**src/rtl/bpsk_symbol_demod.sv**
```systemverilog
// bpsk_symbol_demod: mixes BPSK samples with the recovered carrier, integrates-and-dumps per symbol and queues sliced bits
module bpsk_symbol_demod #(
  parameter int SPS = 16,
  parameter int ACC_W = 32,
  parameter int SETTLE = 64,
  parameter int FIFO_DEPTH = 8
) (
  input  logic        clk,
  input  logic        rst,
  input  logic [15:0] bpsk_in,
  input  logic [7:0]  cos_ref,
  input  logic        locked,
  input  logic        bit_ready,
  output logic        bit_out,
  output logic        bit_valid,
  output logic        running,
  output logic        overflow,
  output logic [15:0] sym_count
);
  localparam int CW = $clog2(SPS);
  localparam int SCW = $clog2(SETTLE + 1);
  localparam int AW = $clog2(FIFO_DEPTH);
  localparam int SW = (ACC_W > 25 ? ACC_W : 25) + 1;
  localparam logic signed [SW-1:0] MAXV = {{(SW-ACC_W+1){1'b0}}, {(ACC_W-1){1'b1}}};
  localparam logic signed [SW-1:0] MINV = -MAXV;
  typedef enum logic [1:0] {IDLE, ACQ, RUN} state_t;
  state_t state_q, state_d;
  logic signed [24:0] prod_q, prod_d;
  logic signed [ACC_W-1:0] acc_q, acc_d, sum;
  logic signed [SW-1:0] sum_w;
  logic signed [8:0] ref_s;
  logic [CW-1:0] cnt_q, cnt_d;
  logic [SCW-1:0] settle_q, settle_d;
  logic [FIFO_DEPTH-1:0] mem_q, mem_d;
  logic [AW:0] wr_q, wr_d, rd_q, rd_d;
  logic ovf_q, ovf_d;
  logic [15:0] sym_q, sym_d;
  logic full, empty, pop, push, dump, integ;
  always_comb begin
    ref_s = $signed({1'b0, cos_ref}) - 9'sd128;
    prod_d = 25'($signed(bpsk_in)) * 25'(ref_s);
    sum_w = SW'(acc_q) + SW'(prod_q);
    sum = sum_w > MAXV ? ACC_W'(MAXV) : sum_w < MINV ? ACC_W'(MINV) : ACC_W'(sum_w);
    empty = wr_q == rd_q;
    full = (wr_q[AW] != rd_q[AW]) && (wr_q[AW-1:0] == rd_q[AW-1:0]);
    pop = !empty && bit_ready;
    dump = state_q == RUN && locked && cnt_q == CW'(SPS - 1);
    integ = state_q == RUN && locked && !dump;
    push = dump && (!full || pop);
    state_d = state_q == IDLE ? (locked ? ACQ : IDLE)
            : !locked ? IDLE
            : (state_q == ACQ && settle_q == SCW'(SETTLE - 1)) ? RUN : state_q;
    settle_d = (state_q == ACQ && locked) ? settle_q + SCW'(1) : '0;
    acc_d = integ ? sum : '0;
    cnt_d = integ ? cnt_q + CW'(1) : '0;
    mem_d = mem_q;
    if (push) mem_d[wr_q[AW-1:0]] = !sum[ACC_W-1];
    wr_d = push ? wr_q + (AW+1)'(1) : wr_q;
    rd_d = pop ? rd_q + (AW+1)'(1) : rd_q;
    ovf_d = ovf_q | (dump && full && !pop);
    sym_d = push ? sym_q + 16'd1 : sym_q;
  end
  always_ff @(posedge clk)
    if (rst) begin
      state_q <= IDLE;
      prod_q <= '0;
      acc_q <= '0;
      cnt_q <= '0;
      settle_q <= '0;
      mem_q <= '0;
      wr_q <= '0;
      rd_q <= '0;
      ovf_q <= 1'b0;
      sym_q <= '0;
    end else begin
      state_q <= state_d;
      prod_q <= prod_d;
      acc_q <= acc_d;
      cnt_q <= cnt_d;
      settle_q <= settle_d;
      mem_q <= mem_d;
      wr_q <= wr_d;
      rd_q <= rd_d;
      ovf_q <= ovf_d;
      sym_q <= sym_d;
    end
  assign bit_out = mem_q[rd_q[AW-1:0]];
  assign bit_valid = !empty;
  assign running = state_q == RUN;
  assign overflow = ovf_q;
  assign sym_count = sym_q;
endmodule

```
**config.mk**
```make
export PLATFORM = sky130hd
export DESIGN_NAME = bpsk_symbol_demod
export DESIGN_NICKNAME = d
export VERILOG_FILES = /design/src/rtl/bpsk_symbol_demod.sv
export SDC_FILE = /design/constraint.sdc
export NUM_CORES = 1
export LEC_CHECK = 0
export BUFFER_PORTS_ARGS = -buffer_cell sky130_fd_sc_hd__buf_2
export CAP_MARGIN = 20
export CORE_ASPECT_RATIO = 0.9
export CORE_MARGIN = 2
export CORE_UTILIZATION = 35
export DETAILED_ROUTE_END_ITERATION = 10
export MAX_ROUTING_LAYER = met4
export PLACE_DENSITY_LB_ADDON = 0.05
export REMOVE_ABC_BUFFERS = 1
export SYNTH_ARGS = -nofsm -noshare
export SYNTH_HDL_FRONTEND = slang
export SYNTH_SLANG_ARGS = --single-unit
```
**constraint.sdc**
```tcl
create_clock -name clk -period 8 [get_ports clk]
set_input_delay 2 -clock clk [delete_from_list [all_inputs] [get_ports clk]]
set_output_delay 2 -clock clk [all_outputs]
set_load 0.005 [all_outputs]
```
; Word-level counts from Yosys, hierarchy flattened
; Index checks and enable logic that the tools add are counted.
[word_totals]
rom_bits = 0
in_bits = 28
reg_bits = 103
ramBits = 0
memories = 0
latch_bits = 0
output_inout_bits = 20
[op_classes]
shift = 0
div_mod_pow = 0
n_bitwise = 3
n_reduce_logical = 20
n_mux = 11
addsub = 7
n_lt_le_gt_ge = 5
eq_ne = 8
multipliers = 1
[ops]
columns = operator, count
row1 = $mux 32, 2
row2 = $add 32x25->33, 1
row3 = $gt 33x32->1 const B, 1
row4 = $lt 33x32->1 const B, 1
row5 = $mul 16x9->25, 1
row6 = $add 16x1->16 const B, 1
row7 = $add 4x1->4 const B, 3
row8 = $logic_and 1x1->1, 11
row9 = $sub 8x8->9 const B, 1
row10 = $bwmux 8, 1
row11 = $lt 3x4->1 const B, 2
row12 = $add 7x1->7 const B, 1
row13 = $eq 7x6->1 const B, 1
row14 = $mux 2, 3
row15 = $logic_not 1->1, 5
row16 = $eq 4x4->1, 1
row17 = $eq 4x4->1 const B, 1
row18 = $reduce_or 2->1, 2
row19 = $bmux 1 s3, 1
row20 = $demux 1 s3, 1
row21 = $eq 3x3->1, 1
row22 = $ge 3x1->1 const B, 1
row23 = $mux 1, 3
row24 = $ne 3x1->1 const B, 1
row25 = 7 further kinds, 8

; Logic depth before layout (Yosys ltp)
; Gate-level depths: netlist (run 1).
[depth]
depth_word = 7
depth_mapped = 24

; Worst setup path before layout (run 1)
; OpenSTA, ideal clock, no wires.
[synth_timing]
path_type = input port to flip-flop
start = input cos_ref[7]
end = register prod_q[23]
t_arrival_ns = 7.015
setup_time_ns = 0.128
n_path_buf = 1
setup_slack_ns = 0.857
path_stages = 22
cell_sequence = clkbuf_1 > or2_2 > fa_1 > fa_1 > inv_1 > fa_1 > fa_1 > inv_1 > fa_1 > inv_1 > ha_1 > inv_1 > nor2_1 > nor2_1 > o21bai_1 > a21oi_1 > o21bai_1 > a211oi_1 > nor3_1 > o31ai_1 > xor2_1 > nor2_1
[synth_between]
elab_chain_len = 2
[synth_rtl]
columns = element, line
row1 = from (decl), 11  ; input logic [7:0] cos_ref,
row2 = $sub 8x8->9, 40  ; ref_s = $signed({1'b0, cos_ref}) - 9'sd128;
row3 = $mul 16x9->25, 41  ; prod_d = 25'($signed(bpsk_in)) * 25'(ref_s);
row4 = to (signal assigned), 77  ; prod_q <= prod_d;
row5 = to (decl), 28  ; logic signed [24:0] prod_q, prod_d;
; Every way passes these cells.
; A chain may end at the register's enable or synchronous reset.

; Final worst setup path (run 1)
[layout_timing]
start = input bpsk_in[0]
end = register prod_q[23]
[layout_between]
elab_chain_len = 1
[layout_rtl]
columns = element, line
row1 = from (decl), 10  ; input logic [15:0] bpsk_in,
row2 = $mul 16x9->25, 41
; Every way passes these cells.

==> results of run 1 <==
## area by class of cell
| type | instances | area [um2] |
|---|---|---|
| well taps | 403 | 504 |
| clock buffers | 9 | 225 |
| repair buffers | 53 | 280 |
| inverters | 111 | 417 |
| fillers | 3190 | 18400 |
| flip-flops and latches | 103 | 2060 |
| multi-input cells | 945 | 7920 |
| clock inverters | 6 | 55.1 |
## cell families (layout without fill, tap and decap cells)
logic type / count (synthesis) / count (layout) / synth area share (%)
xor+xnor: 77 / 77 / 6.42
mux: 11 / 11 / 1.30
compound gates: 192 / 192 / 12.0
buf+inv: 162 / 179 / 6.06
flops: 103 / 103 / 19.4
fa+ha+maj: 219 / 219 / 34.1
simple gates: 446 / 446 / 20.6
## worst paths after layout
check,slack (ps),from,cells past startpoint,endpoint
max,910,bpsk_in[0],22,prod_q[23]
min,450,settle_q[0],1,settle_q[0]
max reg2reg,3700,prod_q[0],13,acc_q[15]
min reg2reg,450,settle_q[0],1,settle_q[0]
## worst max-delay path, stage by stage
cell	delay, ps
buf_2	160
or2_2	310
fa_1	510
fa_1	540
inv_1	50
fa_1	500
fa_1	540
inv_1	50
fa_1	490
inv_1	40
ha_1	280
inv_1	100
nor2_1	60
nor2_1	150
o21bai_1	80
a21oi_1	240
o21bai_1	200
a211oi_1	350
nor3_1	130
o31ai_1	290
xor2_1	180
nor2_1	60
## per-layer routing
metal / routed length (um) / global-route usage [%] / up-vias
met1: 13200 / 24.4 / 3786
met3: 560 / 1.45 / 17
met2: 10900 / 26.4 / 87
li1: - / - / 4002
met4: 276 / 3.83 / 0
met5: 0 / - / -
## sequential cells by signal (all words and copies together), names as in the netlist
register and count:
prod_q 25, acc_q 32, state_q 2, mem_q 8, settle_q 7, rd_q 4, wr_q 4, overflow 1
sym_count 16, cnt_q 4
## layout by cell type, fill, tap and decap left out, types with 7 or more instances in the layout
cell and count:
clkbuf_16 9, a21oi_1 72, dfxtp_1 103, nand2_1 124
nor2_1 127, mux2i_1 7, or3_1 12, a21o_1 19
o21ai_0 27, and3_1 10, xnor2_1 43, and2_1 59
ha_1 88, nand3_1 21, nor2b_1 27, xor2_1 33
o21ai_1 11, nor3_1 12, fa_1 121, inv_1 111
buf_2 47, o21bai_1 8, nand4_1 17
## metrics by stage
step	hold slack, ps	std cells	setup WS (ps)
after global placement	431	1615	531
after global routing	476	1630	439
after CTS	452	1630	845
after detailed placement	441	1615	481
after floorplan	418	1159	1060
final	447	1630	915
## power groups by stage
stage | Combinational (uW) | Clock (uW) | Sequential (uW)
after detailed placement | 2270 | 0 | 613
after global placement | 2290 | 0 | 616
after global routing | 2620 | 466 | 606
final | 2250 | 432 | 601
after CTS | 2300 | 448 | 602
after floorplan | 1790 | 0 | 597
==> results by stage, run 1 <==
Run status:
- The flow ran to the end, and the final reports show no timing, DRC or antenna violations.

Placed design:
- Once placement finished, the instance area stood at 0.0112 mm2.
- Detailed placement ended at an HPWL of approximately 20 mm.
- The congestion estimate from routability-driven global placement came to approximately 0.83.
- In this run the tool buffered the top-level ports with 47 buffer cells.

Timing:
- The final-report setup violation count is 0.
- Setup repair after global routing left no endpoint under its margin.
- After routing, the total negative slack on setup checks comes to 0 ps.
- Measured against its own limit, the worst slew margin works out to 27.6%.
- The final-report hold violation count is 0.
- The max-slew violation total from the final report is 0.
- The final critical delay including setup and external delays is 7090 ps.
- The worst-case clock skew is 13.5 ps.
- In the finished design, the share of the clock period the worst path needs comes to between 80% and 90%.
- At the pin with the least slew margin, the transition time is between 1000 and 1500 ps.
- Static timing analysis puts the maximum clock frequency at between 100 and 150 MHz.

Clock network:
- Post-CTS timing repair inserted 0 buffers for setup.
- Buffers inserted to repair hold after CTS numbered 0.
- The cell sitting at the root of the clock tree is a clkbuf_16.
- TritonCTS built the clock tree.
- The TritonCTS sink count is 103.
- The maximum root-to-sink buffer count is 2.
- The number of cells upsized or downsized after cts is 0.
- The number of buffers created by CTS is 9.
- The total number of H-tree levels is 3.
- The clock insertion delay at the later pin of the skew report is ~360 ps.
- The register clock-pin slew on the reported worst setup and hold paths is approximately 80 ps.

Floorplan:
- The cell row count is 60.
- The initial core utilization is between 30% and 40%.
- The number of top-level pins is 48.
- The area of the core is about 0.03 mm2.
- The die is roughly 170 um tall.
- The chip width is between 150 and 200 um.
- The floorplan die area is around 0.032 mm2.

Routing:
- In this run, the number of DRC markers left after iteration 0 of detailed routing was 320.
- Summed over all layers, the routed wires come to roughly 25 mm.
- In the routed layout, each cell is associated on average with a via count of between 4 and 5.
- The first TritonRoute pass finished after 5 iterations.
- After detailed routing, the number of remaining DRC violations is 0.
- The average wire length per cell after detail routing is 15.3 um.
- The number of vias after detailed routing is between 7000 and 8000.
- The remaining antenna violation count after routing is 0.

Yosys:
- By count the netlist is led by nor2_1, nand2_1, fa_1, inv_1, dfxtp_1.
- The proportion of synthesized chip area in sequential cells is 19.4%.
- The async set or reset register ratio after synthesis is 0%.
- The synthesized flop and latch total is between 100 and 150.
- Of the post-synthesis cell area, the dominant cell type holds a little under a quarter.
- Ranked by total cell area, the synthesized netlist is headed by fa_1, dfxtp_1, ha_1.
- The unique cell type count in the Yosys netlist is 72.
- The most instantiated flip-flop cell in the synthesis netlist is dfxtp_1.
- The most frequent cell after synthesis is nor2_1.
- The Yosys step of the flow raised 0 warnings.
- The mean post-synth cell area is slightly below 9 um2.
- fa_1 takes more of the synthesized area than any other cell.
- Counting every instance in the synthesized netlist gives 1210.
- The number of flops mapped to enable cells by yosys is 0.
- The cell area after synthesis is approximately 0.011 mm2.

Power and ir drop:
- In this run, the clock network consumes between 10% and 20% of the power.
- The cell area power density is 286 mW/mm2.
- The internal power is between 1500 and 2000 uW.
- Summing internal, switching and leakage power gives ~3300 uW.
- The sequential cell fraction of total power is 18.3%.
- VDD sags by at most roughly 0.13 mV.
- The switching part of the total power is 46.5%.
- The leakage power figure is 0.00520 uW.
- The net load switching power is 1530 uW.
- The combinational share of power is 68.5%.

Critical path:
- The required time of the critical path is between 8000 and 9000 ps.
- STA classifies the critical path startpoint as a primary input.
- The critical path in this run is classified as primary input to flip-flop.
- STA puts the critical path data arrival time at around 7300 ps.
- The maximum fanout along the worst path is 9.
- The worst setup path is captured at a flip-flop.

Final layout:
- At the end of the flow the core is filled with cells to between 30% and 40%.
- Cells with a size suffix above 1 make up under 10% of the layout.
- The net count reported at finish is 1460.
- The area overhead of the layout relative to synthesis is 7.88%.
- The finished cells cover approximately 0.011 mm2.
- The number of antenna diodes in the final layout is 0.

Global route:
- The combined global-route utilization of all metal layers is 17.1%.
- The number of antenna violations at the first check in global routing is 0.
- Entering global routing, the biggest net connects 61 pins.
- The global-route wire length before repair is about 43 mm.
- The global-route congestion overflow total is 0.
- The via count of the first global-routing pass is around 8200.

Worst hold path:
- The worst hold path belongs to the class flip-flop to flip-flop.

Run:
- The max-cap check violation count is 0.
Note: power is estimated with default switching activity, not from simulation.
==> inputs of run 2 (changes only) <==
Clock period 8 ns to 7.4 ns, I/O delays scaled along.
==> run 2 against run 1 <==
Effect of this change:
- critical path depth stayed put
- clock power is 11% higher
- core utilization is 0.23 points higher
- via count hardly changed
- non-clock buffer count is 8 higher
- worst setup slack worse by 290 ps
- worst hold slack better by 12 ps
- die area stayed put
- first-iteration DRC count is 14% higher
- clock skew is 1.5 ps lower
- power is 9.4% higher
- sequential power is 8.0% higher
- critical path type unchanged
==> results by stage, run 2 (synthesis gave the netlist of run 1 again) <==
Clock network:
- The number of cells upsized or downsized after cts is 0 (unchanged).
- The TritonCTS sink count came to 103 (unchanged).
- The maximum root-to-sink buffer count came to 2 (unchanged).
- The clock insertion delay at the later pin of the skew report came to 360 ps (about the same).
- The count of buffers added by post-CTS timing repair for setup was 0 (unchanged).
- TritonCTS built the clock tree.
- The total number of H-tree levels is 3 (unchanged).
- The register clock-pin slew on the reported worst setup and hold paths is 70 ps (about the same).
- The count of hold buffers inserted by post-cts repair is 0 (unchanged).
- The clock tree root driver cell is clkbuf_16.
- The number of buffers created by CTS was 9 (unchanged).

Timing:
- The measured slew at the worst slew-check pin is 939 ps (-147 ps).
- The total negative setup slack came to 0 ps (unchanged).
- Setup repair after global routing left no endpoint under its margin.
- After layout, the minimum clock period comes to about 6800 ps.
- The final-report hold violation count came to 0 (unchanged).
- The max-slew violation total from the final report is 0 (unchanged).
- The slack of the critical path came to 627 ps (-288 ps).
- The worst-case clock skew was 12.0 ps (-1.46 ps).
- The final-report setup violation count is 0 (unchanged).
- Timing would allow up to approximately 150 MHz.
- The worst path uses between 90% and 100% of the clock period.
- The relative max-transition margin came to 37.2% (+9.6 points).

Floorplan:
- The initial core utilization is 35.6% (unchanged).
- The floorplan die area is 0.0318 mm2 (unchanged).
- The area of the core was 0.0299 mm2 (unchanged).
- The number of top-level pins was 48 (unchanged).
- The cell row count is 60 (unchanged).
- The chip width is 188 um (unchanged).
- The die height is 169 um (unchanged).

Run status:
- The flow ran to the end, and the final reports show no timing, DRC or antenna violations.

Routing:
- The number of search-and-repair iterations in the first detailed-routing pass is 4 (-1).
- The number of DRC violations after detailed-routing iteration 0 came to 364 (+14%).
- The final routed wirelength across all metal layers is 25.2 mm (+1.2%).
- The number of vias after detailed routing is 7886 (-0.076%).
- The DRC violations left was 0 (unchanged).
- The detailed-route vias per instance is 4.81 (-0.62%).
- The average wire length per cell after detail routing is 15.4 um (+0.61%).
- The remaining antenna violation count after routing is 0 (unchanged).

Power and ir drop:
- The net load switching power came to 1670 uW (+9.5%).
- The switching part of the total power is 46.6% (about the same).
- The combinational share of power is 68.6% (about the same).
- The sequential cell fraction of total power is 18.1% (-0.2 points).
- The internal power was 1920 uW (+9.4%).
- The leakage power figure is 0.00524 uW (+0.85%).
- The clock network fraction of total power was 13.3% (about the same).
- The cell area power density is 311 mW/mm2 (+8.8%).
- The largest voltage drop on the vdd net is 0.120 mV (-5.8%).

Final layout:
- The flip-flop count of the largest register after layout is 32 (unchanged).
- The leading cell type in the layout, fill and taps excluded is nor2_1.
- The number of diodes is 0 (unchanged).
- The net count reported at finish came to 1468 (+0.55%).
- The area overhead of the layout relative to synthesis is 8.54%.
- The register name with the most flops is acc_q.
- The library cells used most frequently in the layout, excluding fill and tap cells, are nor2_1, nand2_1, fa_1.
- The fraction of layout cells with a size suffix above 1 came to 9.55% (+0.66 points).

Global route:
- The global-route wire length before repair is 42.5 mm (-0.34%).
- The largest net degree at the start of global routing was 61 (unchanged).
- The combined global-route utilization of all metal layers is 17.1% (about the same).
- The number of antenna violations at the first check in global routing is 0 (unchanged).
- The global-route congestion overflow total is 0 (unchanged).
- The via count of the first global-routing pass came to 8196 (+0.34%).

Critical path:
- The endpoint kind of the worst setup timing path is a flip-flop.
- The worst setup path is of the primary input to flip-flop kind.
- The worst setup path is launched from a primary input.
- The arrival time of the worst setup path is 6990 ps (-310 ps).
- The required time of the critical path is 7620 ps (-600 ps).
- The maximum fanout along the worst path is 4 (-5).

Placed design:
- The number of buffer cells added on primary ports is 47 (unchanged).
- The routability congestion estimate is 0.832 (+0.75%).
- The worst setup slack after placement was 164 ps (-317 ps).
- The HPWL reported at the end of detailed placement is 20.3 mm (+0.91%).

Run:
- The max-cap check violation count is 0 (unchanged).

Worst hold path:
- The worst min-delay path class is flip-flop to flip-flop.
## run 2: worst paths after layout
check	from	end	slack, ps	cells after the start
worst max-delay path	cos_ref[7]	prod_q[23]	630	22
worst min-delay path	cnt_q[0]	cnt_q[0]	460	1
worst max register to register	prod_q[10]	acc_q[8]	3120	12
worst min register to register	cnt_q[0]	cnt_q[0]	460	1
## run 2: power groups by stage
stage                     combinational, uW  sequential [uW]  clock [uW]
after floorplan                        1930              646           0
after global placement                 2490              665           0
after detailed placement               2480              661           0
after CTS                              2510              649         495
after global routing                   2870              655         514
final                                  2460              649         478
## run 2: area by class of cell
type                            instances  area (um2)
Timing Repair Buffer                   61         340
Clock buffer                            9         225
Inverter                              111         417
Multi-Input combinational cell        945        7920
Tap cell                              403         504
Sequential cell                       103        2060
Clock inverter                          7        65.1
Fill cell                            3175       18300
## run 2: per-layer routing
metal | routed length (um) | GRT usage, % | vias to the layer above
met5 | 0 | - | -
met4 | 172 | 3.39 | 0
met3 | 567 | 1.63 | 10
met2 | 11200 | 26.4 | 81
met1 | 13200 | 24.4 | 3762
li1 | - | - | 4033
## run 2: per-stage QoR
| step | instance area, um2 | cells | hold WS, ps | total power (uW) | util, % |
|---|---|---|---|---|---|
| after floorplan | 10400 | 1159 | 418 | 2580 | - |
| after global placement | 11200 | 1622 | 430 | 3160 | 37.6 |
| after detailed placement | 11200 | 1622 | 446 | 3140 | 37.6 |
| after CTS | 11500 | 1638 | 460 | 3660 | 38.6 |
| after global routing | 11500 | 1639 | 464 | 4040 | 38.6 |
| final | 11500 | 1639 | 459 | 3590 | 38.6 |
## run 2: critical path: stages
cell,delay (ps)
buf_2,130
or2_2,310
fa_1,500
fa_1,540
inv_1,50
fa_1,500
fa_1,540
inv_1,50
fa_1,490
inv_1,40
ha_1,270
inv_1,100
nor2_1,50
nor2_1,140
o21bai_1,80
a21oi_1,210
o21bai_1,130
a211oi_1,330
nor3_1,130
o31ai_1,300
xor2_1,180
nor2_1,60
==> inputs of run 3 (changes only) <==
==> constraint.sdc (replaced) <==
create_clock -name clk -period 7.4 [get_ports clk]
set_input_delay 0.74 -clock clk [delete_from_list [all_inputs] [get_ports clk]]
set_output_delay 0.74 -clock clk [all_outputs]
set_load 0.005 [all_outputs]
==> run 3 against run 2 <==
Effect of this change:
- cell area fell by 0.49%
- wire length is 2.9% lower
- global-route usage down 0.27 points
- critical path depth did not move
- clock skew is 5.9 ps higher
- fmax is 15% higher
- worst hold slack worse by 8.1 ps
- sequential cell count unchanged
- power down 0.53%
- clock power grew 2%
- sequential power is essentially flat
- combinational power is essentially flat
- critical path type unchanged
- critical endpoint unchanged
- largest cell class unchanged
- largest power group unchanged
- highest routed layer unchanged
==> results by stage, run 3 (synthesis gave the netlist of run 1 again) <==
Run status:
- The flow ran to the end, and the final reports show no timing, DRC or antenna violations.

Routing:
- The final routed wirelength across all metal layers is 24.5 mm (-2.9%).
- The DRC violations left is 0 (unchanged).
- The number of vias after detailed routing is 7881 (-0.063%).
- The detailed-route vias per instance is 4.83 (+0.49%).
- The number of search-and-repair iterations in the first detailed-routing pass is 4 (unchanged).
- The number of DRC violations after detailed-routing iteration 0 is 418 (+15%).
- The average wire length per cell after detail routing is 15.0 um (-2.3%).
- The remaining antenna violation count after routing is 0 (unchanged).

Floorplan:
- The cell row count came to 60 (unchanged).
- The floorplan die area was 0.0318 mm2 (unchanged).
- The number of top-level pins came to 48 (unchanged).
- The chip width is 188 um (unchanged).
- The initial core utilization is 35.6% (unchanged).
- The area of the core is 0.0299 mm2 (unchanged).
- The die height was 169 um (unchanged).

Clock network:
- TritonCTS built the clock tree.
- The register clock-pin slew on the reported worst setup and hold paths was 70 ps (about the same).
- The count of buffers added by post-CTS timing repair for setup is 0 (unchanged).
- The number of buffers created by CTS is 9 (unchanged).
- The clock insertion delay at the later pin of the skew report is 370 ps (about the same).
- The root buffer cell chosen for the clock tree is clkbuf_16.
- The number of cells upsized or downsized after cts is 0 (unchanged).
- The count of hold buffers inserted by post-cts repair is 0 (unchanged).
- The total number of H-tree levels is 3 (unchanged).
- The maximum root-to-sink buffer count is 2 (unchanged).
- The TritonCTS sink count is 103 (unchanged).

Power and ir drop:
- The net load switching power came to 1660 uW (-0.75%).
- The combinational share of power was 68.2% (-0.4 points).
- The largest voltage drop on the vdd net is 0.122 mV (+1.7%).
- The leakage power figure came to 0.00521 uW (-0.62%).
- The sequential cell fraction of total power is 18.2% (about the same).
- The switching part of the total power is 46.4% (-0.10 points).
- The cell area power density is 311 mW/mm2 (about the same).
- The internal power was 1910 uW (-0.34%).
- The clock network fraction of total power is 13.6% (+0.3 points).

Timing:
- The relative max-transition margin is 38.9% (+1.7 points).
- Setup repair after global routing left no endpoint under its margin.
- The final-report hold violation count was 0 (unchanged).
- The max-slew violation total from the final report was 0 (unchanged).
- The worst-case clock skew is 17.9 ps (+5.87 ps).
- The measured slew at the worst slew-check pin is 913 ps (-25.8 ps).
- The final period utilization is 79.5% (-12 points).
- The total negative setup slack is 0 ps (unchanged).
- The final-report setup violation count is 0 (unchanged).
- The highest attainable clock frequency is 170 MHz (+15%).
- The final critical delay including setup and external delays is 5890 ps (-887 ps).

Critical path:
- The maximum fanout along the worst path is 9 (+5).
- Grouping stages by cell kind, the critical path spends the most delay in adder cells.
- The critical path goes through buf_2 > or2_2 > fa_1 > fa_1 > inv_1 > fa_1 > fa_1 > inv_1 > fa_1 > inv_1 > ha_1 > inv_1 > nor2_1 > nor2_1 > o21bai_1 > a21oi_1 > o21bai_1 > a211oi_1 > nor3_1 > o31ai_1 > xor2_1 > nor2_1.
- The type of the worst setup path is primary input to flip-flop.
- The most prevalent standard cell on the critical path is fa_1.
- The logic depth of the worst register-to-register path is 12 (unchanged).
- The maximum cell stage delay along the critical path is 540 ps (about the same).
- STA classifies the critical path startpoint as a primary input.
- The required time of the critical path is 7620 ps (about the same).
- The endpoint kind of the worst setup timing path is a flip-flop.
- The arrival time of the worst setup path is 6100 ps (-890 ps).
- The path length in cells of the critical path is 22 (unchanged).
- On the critical path, the stage with the largest delay is an instance of fa_1.
- The number of buffer and inverter instances along the worst setup path is 5 (unchanged).

Placed design:
- The HPWL reported at the end of detailed placement is 19.6 mm (-3.3%).
- The number of buffer cells added on primary ports is 47 (unchanged).
- The placed standard-cell area is 0.0112 mm2 (-0.67%).
- The post-placement cell count is 1612 (-0.62%).
- The routability congestion estimate is 0.841 (+1.0%).

Final layout:
- The cell area after layout is 0.0115 mm2 (-0.49%).
- The number of non-filler instances in the completed layout came to 1630 (-0.55%).
- Leaving out fill and tap cells, the most frequent cell in the layout is nor2_1.
- The area of the multi-input gates is 0.00792 mm2 (unchanged).
- In the layout the commonest cells are nor2_1, nand2_1, fa_1.
- The number of diodes is 0 (unchanged).
- The flip-flop count of the largest register after layout was 32 (unchanged).
- The combined flip-flop and latch cell area is 0.00206 mm2 (unchanged).
- The net count reported at finish is 1459 (-0.61%).
- The area overhead of the layout relative to synthesis is 8.01%.
- The fraction of layout cells with a size suffix above 1 was 8.88% (-0.66 points).
- The fill cell total of the finished layout is 3194 (+0.60%).
- The register name with the most flops is acc_q.

Global route:
- The via count of the first global-routing pass is 7966 (-2.8%).
- The global-route wire length before repair came to 42.0 mm (-1.3%).
- The number of antenna violations at the first check in global routing is 0 (unchanged).
- The largest net degree at the start of global routing is 61 (unchanged).
- The global-route congestion overflow total is 0 (unchanged).
- The combined global-route utilization of all metal layers is 16.8% (-0.27 points).

Worst hold path:
- The number of cells on the worst hold path is 1 (unchanged).
- The min-delay analysis places its worst path in the category flip-flop to flip-flop.

Run:
- The max-cap check violation count is 0 (unchanged).
==> run 3: changes by cell type in the layout (fill, tap and decap cells not counted), sizes merged <==
cell	before	now
buf	61	52
clkbuf	9	10
clkinv	2	3
clkinvlp	2	0
==> run 3: layout make-up <==
type,instances,area share (%)
inverter,111,3.63
clock inverter,6,0.545
sequential,103,18.0
tap,403,4.39
timing repair buffer,52,2.38
multi-input combinational,945,69.0
clock buffer,10,2.08
==> run 3: routing by layer <==
metal,wire [um],GRT usage (%),vias to the layer above
li1,-,-,4006
met1,13300,24.7,3775
met2,10500,25.4,91
met3,515,1.24,9
met4,197,3.49,0
met5,0,-,-
==> run 3: worst register-to-register path, delay by kind of cell (launching register included) <==
family                   cells  cell delay [ps]
AO/OA/AOI/OAI                7             2080
AND/OR/NAND/NOR              3              860
adder cells (fa/ha/maj)      1              520
XOR/XNOR                     1              350
flip-flops                   1              310
==> run 3: power by group through the flow <==
stage | combinational (uW) | clock [uW] | sequential, uW
2_1_floorplan | 1930 | 0 | 646
3_3_place_gp | 2470 | 0 | 665
3_5_place_dp | 2450 | 0 | 664
4_1_cts | 2480 | 505 | 652
5_1_grt | 2860 | 523 | 657
6_report | 2440 | 486 | 651
==> run 3: path summary, 6_finish.rpt <==
kind / from / slack (ps) / to
hold / removal: cnt_q[0] / 450 / cnt_q[0]
setup reg to reg: prod_q[10] / 3200 / acc_q[10]
setup / recovery: cos_ref[7] / 1510 / prod_q[23]
hold reg to reg: cnt_q[0] / 450 / cnt_q[0]
==> run 3: through the flow <==
step | power (uW) | setup WS, ps | utilization (%) | hold slack (ps)
2_1_floorplan | 2580 | 1720 | - | 418
3_3_place_gp | 3130 | 1120 | 37.3 | 432
3_5_place_dp | 3110 | 1090 | 37.3 | 439
4_1_cts | 3630 | 1470 | 38.4 | 455
5_1_grt | 4040 | 1090 | 38.4 | 492
6_report | 3570 | 1510 | 38.4 | 451
